===== src/rtl/counter_gen_pkg.sv =====
// Shared definitions for counter_gen: mode encodings used by the RTL and the scoreboard driver/checker.
package counter_gen_pkg;

    typedef enum logic [1:0] {
        MODE_UP     = 2'b00,
        MODE_DN     = 2'b01,
        MODE_DNSTEP = 2'b10,
        MODE_LOAD   = 2'b11
    } mode_e;

endpackage


===== src/rtl/counter_gen_next.sv =====
// Combinational next-state for counter_gen: next Q and boundary flag from (Q, mode, sat, D).
module counter_gen_next
    import counter_gen_pkg::*;
#(
    parameter int WIDTH = 4,
    parameter int STEP  = 3
) (
    input  logic [WIDTH-1:0] q_i,
    input  mode_e            mode_i,
    input  logic             sat_i,
    input  logic [WIDTH-1:0] d_i,
    output logic [WIDTH-1:0] next_q_o,
    output logic             bnd_o
);

    localparam logic [WIDTH:0] ONE_X  = (WIDTH+1)'(1);
    localparam logic [WIDTH:0] STEP_X = (WIDTH+1)'(STEP);

    // Extra MSB carries the carry/borrow, which is the boundary flag itself.
    logic [WIDTH:0] inc, dec, dec_step;
    assign inc      = {1'b0, q_i} + ONE_X;
    assign dec      = {1'b0, q_i} - ONE_X;
    assign dec_step = {1'b0, q_i} - STEP_X;

    always_comb begin
        next_q_o = q_i;
        bnd_o    = 1'b0;
        unique case (mode_i)
            MODE_UP: begin
                bnd_o    = inc[WIDTH];
                next_q_o = (inc[WIDTH] && sat_i) ? q_i : inc[WIDTH-1:0];
            end
            MODE_DN: begin
                bnd_o    = dec[WIDTH];
                next_q_o = (dec[WIDTH] && sat_i) ? '0 : dec[WIDTH-1:0];
            end
            MODE_DNSTEP: begin
                bnd_o    = dec_step[WIDTH];
                next_q_o = (dec_step[WIDTH] && sat_i) ? '0 : dec_step[WIDTH-1:0];
            end
            MODE_LOAD: begin
                bnd_o    = 1'b0;
                next_q_o = d_i;
            end
            default: ;
        endcase
    end

endmodule


===== src/rtl/counter_gen.sv =====
// Parametrised mode counter with wrap/saturate, boundary pulse and saturating rollover-event count.
module counter_gen
    import counter_gen_pkg::*;
#(
    parameter int WIDTH = 4,
    parameter int STEP  = 3,
    parameter int CNT_W = 8
) (
    input  logic             clk,
    input  logic             reset,
    input  logic             enable,
    input  logic [1:0]       mode,
    input  logic [WIDTH-1:0] D,
    input  logic             sat,
    output logic [WIDTH-1:0] Q,
    output logic             rco,
    output logic             load,
    output logic [CNT_W-1:0] wrap_cnt
);

    logic [WIDTH-1:0] q_q, q_d, next_q;
    logic             rco_q, rco_d;
    logic             load_q, load_d;
    logic [CNT_W-1:0] wcnt_q, wcnt_d;
    logic             bnd;

    counter_gen_next #(
        .WIDTH (WIDTH),
        .STEP  (STEP)
    ) u_next (
        .q_i      (q_q),
        .mode_i   (mode_e'(mode)),
        .sat_i    (sat),
        .d_i      (D),
        .next_q_o (next_q),
        .bnd_o    (bnd)
    );

    always_comb begin
        q_d    = q_q;
        rco_d  = 1'b0;
        load_d = 1'b0;
        if (enable) begin
            q_d    = next_q;
            rco_d  = bnd;
            load_d = (mode_e'(mode) == MODE_LOAD);
        end
        // Count tracks the rco being registered on this same edge.
        wcnt_d = (rco_d && (wcnt_q != '1)) ? wcnt_q + CNT_W'(1) : wcnt_q;
    end

    always_ff @(posedge clk or posedge reset) begin
        if (reset) begin
            q_q    <= '0;
            rco_q  <= 1'b0;
            load_q <= 1'b0;
            wcnt_q <= '0;
        end else begin
            q_q    <= q_d;
            rco_q  <= rco_d;
            load_q <= load_d;
            wcnt_q <= wcnt_d;
        end
    end

    assign Q        = q_q;
    assign rco      = rco_q;
    assign load     = load_q;
    assign wrap_cnt = wcnt_q;

endmodule


===== config.mk =====
export PLATFORM = sky130hd
export DESIGN_NAME = counter_gen
export DESIGN_NICKNAME = d
export VERILOG_FILES = /design/src/rtl/counter_gen_pkg.sv /design/src/rtl/counter_gen_next.sv /design/src/rtl/counter_gen.sv
export SDC_FILE = /design/constraint.sdc
export NUM_CORES = 1
export LEC_CHECK = 0
export BUFFER_PORTS_ARGS = -buffer_cell sky130_fd_sc_hd__buf_2
export CELL_PAD_IN_SITES_DETAIL_PLACEMENT = 1
export CELL_PAD_IN_SITES_GLOBAL_PLACEMENT = 2
export CORE_MARGIN = 8
export CORE_UTILIZATION = 34
export DETAILED_ROUTE_END_ITERATION = 6
export PLACE_DENSITY_LB_ADDON = 0.1
export SLEW_MARGIN = 20
export SYNTH_ARGS = -nofsm -noshare
export SYNTH_HDL_FRONTEND = slang
export SYNTH_HIERARCHICAL = 1
export SYNTH_SLANG_ARGS = --single-unit

===== constraint.sdc =====
create_clock -name clk -period 4.7 [get_ports clk]
set_clock_uncertainty 0.05 [all_clocks]
set_input_delay 0.705 -clock clk [delete_from_list [all_inputs] [get_ports clk]]
set_output_delay 0.705 -clock clk [all_outputs]
set_load 0.03 [all_outputs]

# --- Word-level counts from Yosys, hierarchy flattened ---
# Cells that the tools add are included.
op_classes:
  n_addsub: 4
  eq_ne: 5
  muxes: 7
  reduce_logical: 6
ops:
  columns: ["op", "n"]
  rows:
  - ["4-bit case mux with 4 select lines", 1]
  - ["4-bit 2-to-1 mux", 3]
  - ["8-bit by 1-bit adder with 8-bit output (second input constant)", 1]
  - ["8-bit != test (second input constant)", 1]
  - ["4-bit by 1-bit adder with 5-bit output (second input constant)", 1]
  - ["4-bit by 1-bit subtractor with 5-bit output (second input constant)", 1]
  - ["4-bit by 2-bit subtractor with 5-bit output (second input constant)", 1]
  - ["2-bit == test (second input constant)", 2]
  - ["1-bit logical AND", 4]
  - ["1-bit case mux with 4 select lines", 1]
  - ["2-bit by 1-bit == test with 1-bit output (second input constant)", 1]
  - ["2-bit logical NOT", 1]
  - ["1-bit 2-to-1 mux", 2]
  - ["2-bit != test (second input constant)", 1]
  - ["2-bit AND reduction", 1]
word_totals:
  reg_bits: 14
  out_inout_bits: 14
  wordCells: 26

# --- Logic depth before layout (Yosys ltp) ---
depth:
  word_depth: 4
  ltp_mapped: 9
  depth_no_buf: 9

# --- Modules after synthesis ---
# Netlist, hierarchy kept.
by_module_without_submodules:
  columns: ["module", "n_inst", "cells_per_inst", "area_each_um2", "seq_area_each_um2"]
  rows:
  - ["counter_gen", 1, 45, 600.6, 350.3]
  - ["counter_gen_next", 1, 63, 402.9, 0.0]

# --- Worst setup path before layout ---
# No wires, ideal clock.
synth_timing:
  path_kind: "input -> register"
  start: "input port mode[1]"
  end: "register wcnt_q[6], in the netlist wrap_cnt[6]"
  t_arrival_ns: 2.146
  slack_ns: 2.379
  stages: 8
  n_path_buf: 1
  path_cell_list: "clkbuf_1 -> nand2b_1 -> o22ai_1 -> a32o_1 -> and2_4 -> and3_4 -> nand4_2 -> mux2_4"
synth_via:
  elab_chain_cells: 4
synth_lines:
  columns: ["item", "line", "rtl"]
  rows:
  - ["start: declaration", "counter_gen.sv:12", "input logic [1:0] mode,"]
  - ["2-bit == test (tied with other cells)", "counter_gen_next.sv:28", "unique case (mode_i)"]
  - ["1-bit case mux with 4 select lines *", "counter_gen_next.sv:28", null]
  - ["net bnd", "counter_gen.sv:25", "logic bnd;"]
  - ["1-bit 2-to-1 mux *", "counter_gen.sv:43", "if (enable) begin"]
  - ["net rco_d", "counter_gen.sv:22", "logic rco_q, rco_d;"]
  - ["1-bit logical AND *", "counter_gen.sv:49", "wcnt_d = (rco_d && (wcnt_q != '1)) ? wcnt_q + CNT_W'(1) : wcnt_q;"]
  - ["end signal: assignment", "counter_gen.sv:62", "wcnt_q <= wcnt_d;"]
  - ["end: declaration", "counter_gen.sv:24", "logic [CNT_W-1:0] wcnt_q, wcnt_d;"]
# The timed path passes the listed nets; every way through them passes the cells marked *.
# A chain may end at the register's enable or synchronous reset.

# --- Worst setup path in the final report ---
layout_timing:
  start: "register q_q[0], in the netlist Q[0]"
  end: "register q_q[0], in the netlist Q[0]"
layout_via:
  elab_chain_cells: 4
layout_lines:
  columns: ["item", "line", "rtl"]
  rows:
  - ["start: declaration", "counter_gen.sv:21", "logic [WIDTH-1:0] q_q, q_d, next_q;"]
  - ["start signal: assignment", "counter_gen.sv:59", "q_q <= q_d;"]
  - ["4-bit by 2-bit subtractor with 5-bit output or 4-bit by 1-bit subtractor with 5-bit output (tied branches)", "counter_gen_next.sv:23, counter_gen_next.sv:22", null]
  - ["1-bit logical AND, on equally long branches", "counter_gen_next.sv:39, counter_gen_next.sv:35", null]
  - ["4-bit 2-to-1 mux, on equally long branches", "counter_gen_next.sv:39, counter_gen_next.sv:35", null]
  - ["4-bit case mux with 4 select lines *", "counter_gen_next.sv:28", null]
  - ["net next_q[0]", "counter_gen.sv:21", null]
# The timed path passes the listed nets; every way through them passes the cells marked *. The select of a mux whose other input is x is not followed.

==> flow_summary.json <==
{
  "status": "finished, final reports clean",
  "netlist_area_sq_um": 1000,
  "start_util_pct": 36.1,
  "grt_use_total_pct": 10.9,
  "hp-class": "input port to asynchronous set/reset pin",
  "port_buffers": 23,
  "power.total_w": 0.000561,
  "path_max_fanout": 9,
  "numCtsBuffers": 3,
  "die_w_microns": 70.3,
  "rsz0062_at_grt": "no",
  "layout_common_cells": "buf_2 (23), dfrtp_1 (14), nand2_1 (9)",
  "clk_pin_slew_worst_paths_ns": 0.08,
  "remaining_drc_errors": 0,
  "core-area_sq_um": 2780,
  "fin_tns_setup_ns": 0,
  "nNetsFinal": 144,
  "drt_iter0_drc": 48,
  "final-max-slew-violation-count": 0,
  "grt_antenna_before_repair": 0,
  "avgSynthCellArea_sq_um": 9.29,
  "cts_resized": 0,
  "root_buffer": "clkbuf_4",
  "hold_viol": 0,
  "post-cts-setup-buffer-count": 0,
  "grt_pass1_wl_mm": 4.46,
  "via_count": 899,
  "vdd_drop_max_v": 0.000317,
  "grt_overflow": 0,
  "crit_type": "flop to flop",
  "leakage_nw": 0.533,
  "cpPeakStageDelay_ns": 0.51,
  "cp.arrival_ns": 2.44,
  "r2r_setup_slack_ns": 2.38,
  "maxCapViolations": 0,
  "fmax_mhz": 431,
  "htree_levels": 1,
  "row_count": 19,
  "max_slew_margin_pct": 64.8,
  "wl_mm": 2.61,
  "synth_cell_types": 47,
  "worstSetupEndpointType": "flop",
  "syn-num-nets": 121,
  "worst-path-buf-inv": 0,
  "final_common_cell": "buf_2",
  "cp.required_ns": 4.81,
  "grt_max_degree": 15,
  "cts_tree": "done",
  "dieArea_sq_um": 4950,
  "setup_viol": 0,
  "ios": 24,
  "drtAntennaViolNets": 0,
  "yosys_warnings": 6,
  "gp_congestion": 0.762,
  "worst_setup_path_start_kind": "flop",
  "synthFlopType": "dfrtp_1",
  "grt_pass1_vias": 891,
  "ys_seq_area_share_pct": 34.9,
  "cts.sinks": 14,
  "period_share_pct": 49.4,
  "num_antenna_cells": 0,
  "viasPerCell": 5.62,
  "ys_seq_elements": 14,
  "firstDrtPassIters": 4,
  "cp_top_family": "simple AND/OR/NAND/NOR gates",
  "drive_gt1_share_pct": 30.2,
  "clock_latency_ns": 0.28,
  "post-dp-hpwl_mm": 2.04,
  "worstMarginPinSlew_ns": 0.527,
  "cts-hold-fix-buffers": 0,
  "flow.area_growth_from_synthesis_pct": 14.1,
  "synthCells": 108,
  "wl_per_cell_microns": 16.3,
  "crit_chain": "ha_1, nor4b_1, nor2_1, nor4_1, a21oi_1, mux2_2",
  "synth_edf_count": 0,
  "die_y_microns": 70.3,
  "clk_path_buf_depth": 2,
  "period_needed_ns": 2.32,
  "slowest_stage": "nor4b_1",
  "ys_async_sr_fraction_pct": 100,
  "power_density_nw_per_um2": 490
}
metrics by stage:
step           cell area, sq um  setup WS [ns]  cells  util (%)  hold WS (ns)
2_1_floorplan              1000           2.38    108         -         0.544
3_3_place_gp               1120           2.34    157      40.4         0.456
3_5_place_dp               1120           2.30    157      40.4         0.460
4_1_cts                    1140           2.40    160      41.2         0.417
5_1_grt                    1140           2.30    160      41.2         0.437
6_report                   1140           2.38    160      41.2         0.399
flip-flops by register name, indices dropped and copies added, names as in the netlist:
register	flops
Q	4
wrap_cnt	8
rco	1
load	1
kinds of logic after synthesis:
logic type               after synthesis  share of synthesized area (%)
adder cells (fa/ha/maj)                3                           3.74
buffers and inverters                 10                           5.36
AND/OR/NAND/NOR                       46                           27.4
multiplexers                           8                           9.23
flip-flops                            14                           34.9
AO/OA/AOI/OAI                         23                           15.8
XOR/XNOR                               4                           3.49
worst paths after layout:
path                                    startpoint                      end  cells past startpoint
min in group clk           wrap_cnt[0]$_DFFE_PP0P_  wrap_cnt[0]$_DFFE_PP0P_                      1
max reg2reg                       Q[0]$_DFFE_PP0P_         Q[0]$_DFFE_PP0P_                      6
min                                          reset  wrap_cnt[4]$_DFFE_PP0P_                      2
min reg2reg                wrap_cnt[0]$_DFFE_PP0P_  wrap_cnt[0]$_DFFE_PP0P_                      1
max                               Q[0]$_DFFE_PP0P_         Q[0]$_DFFE_PP0P_                      6
max in group asynchronous                    reset  wrap_cnt[2]$_DFFE_PP0P_                      2
cell type report:
class	count	area, sq um
Fill cell	337	1640
Multi-Input combinational cell	84	599
Sequential cell	14	350
Timing Repair Buffer	23	115
Tap cell	31	38.8
Clock buffer	3	22.5
Inverter	5	18.8
where the power goes:
group / switching [W] / total (W) / internal [W]
logic: 0.000174 / 0.000286 / 0.000112
registers: 0.0000579 / 0.000210 / 0.000152
clock network: 0.0000358 / 0.0000655 / 0.0000297
cell usage after synthesis, types with 2 or more instances:
cell	number	share of area [%]
dfrtp_1	14	35
nand2_1	9	3.4
nor2_1	7	2.6
inv_1	5	1.9
a21oi_1	4	2.0
mux2_2	4	4.5
nand3_1	4	2.0
o21ai_0	4	2.0
xnor2_1	4	3.5
and3_2	3	2.2
ha_1	3	3.7
nand4_1	3	1.9
nor3_1	3	1.5
a211oi_1	2	1.5
a311oi_1	2	1.7
a31oi_1	2	1.2
buf_6	2	2.2
clkbuf_1	2	0.75
mux2_1	2	2.2
nand2b_1	2	1.2
metal layers:
| layer | part of all wire [%] | global-route usage (%) | vias up |
|---|---|---|---|
| li1 | - | - | 446 |
| met1 | 51 | 15.0 | 428 |
| met2 | 42 | 15.5 | 20 |
| met3 | 5.8 | 4.38 | 5 |
| met4 | 0.65 | 2.01 | 0 |
| met5 | 0 | 0 | - |
(Power assumes the default switching activity.)
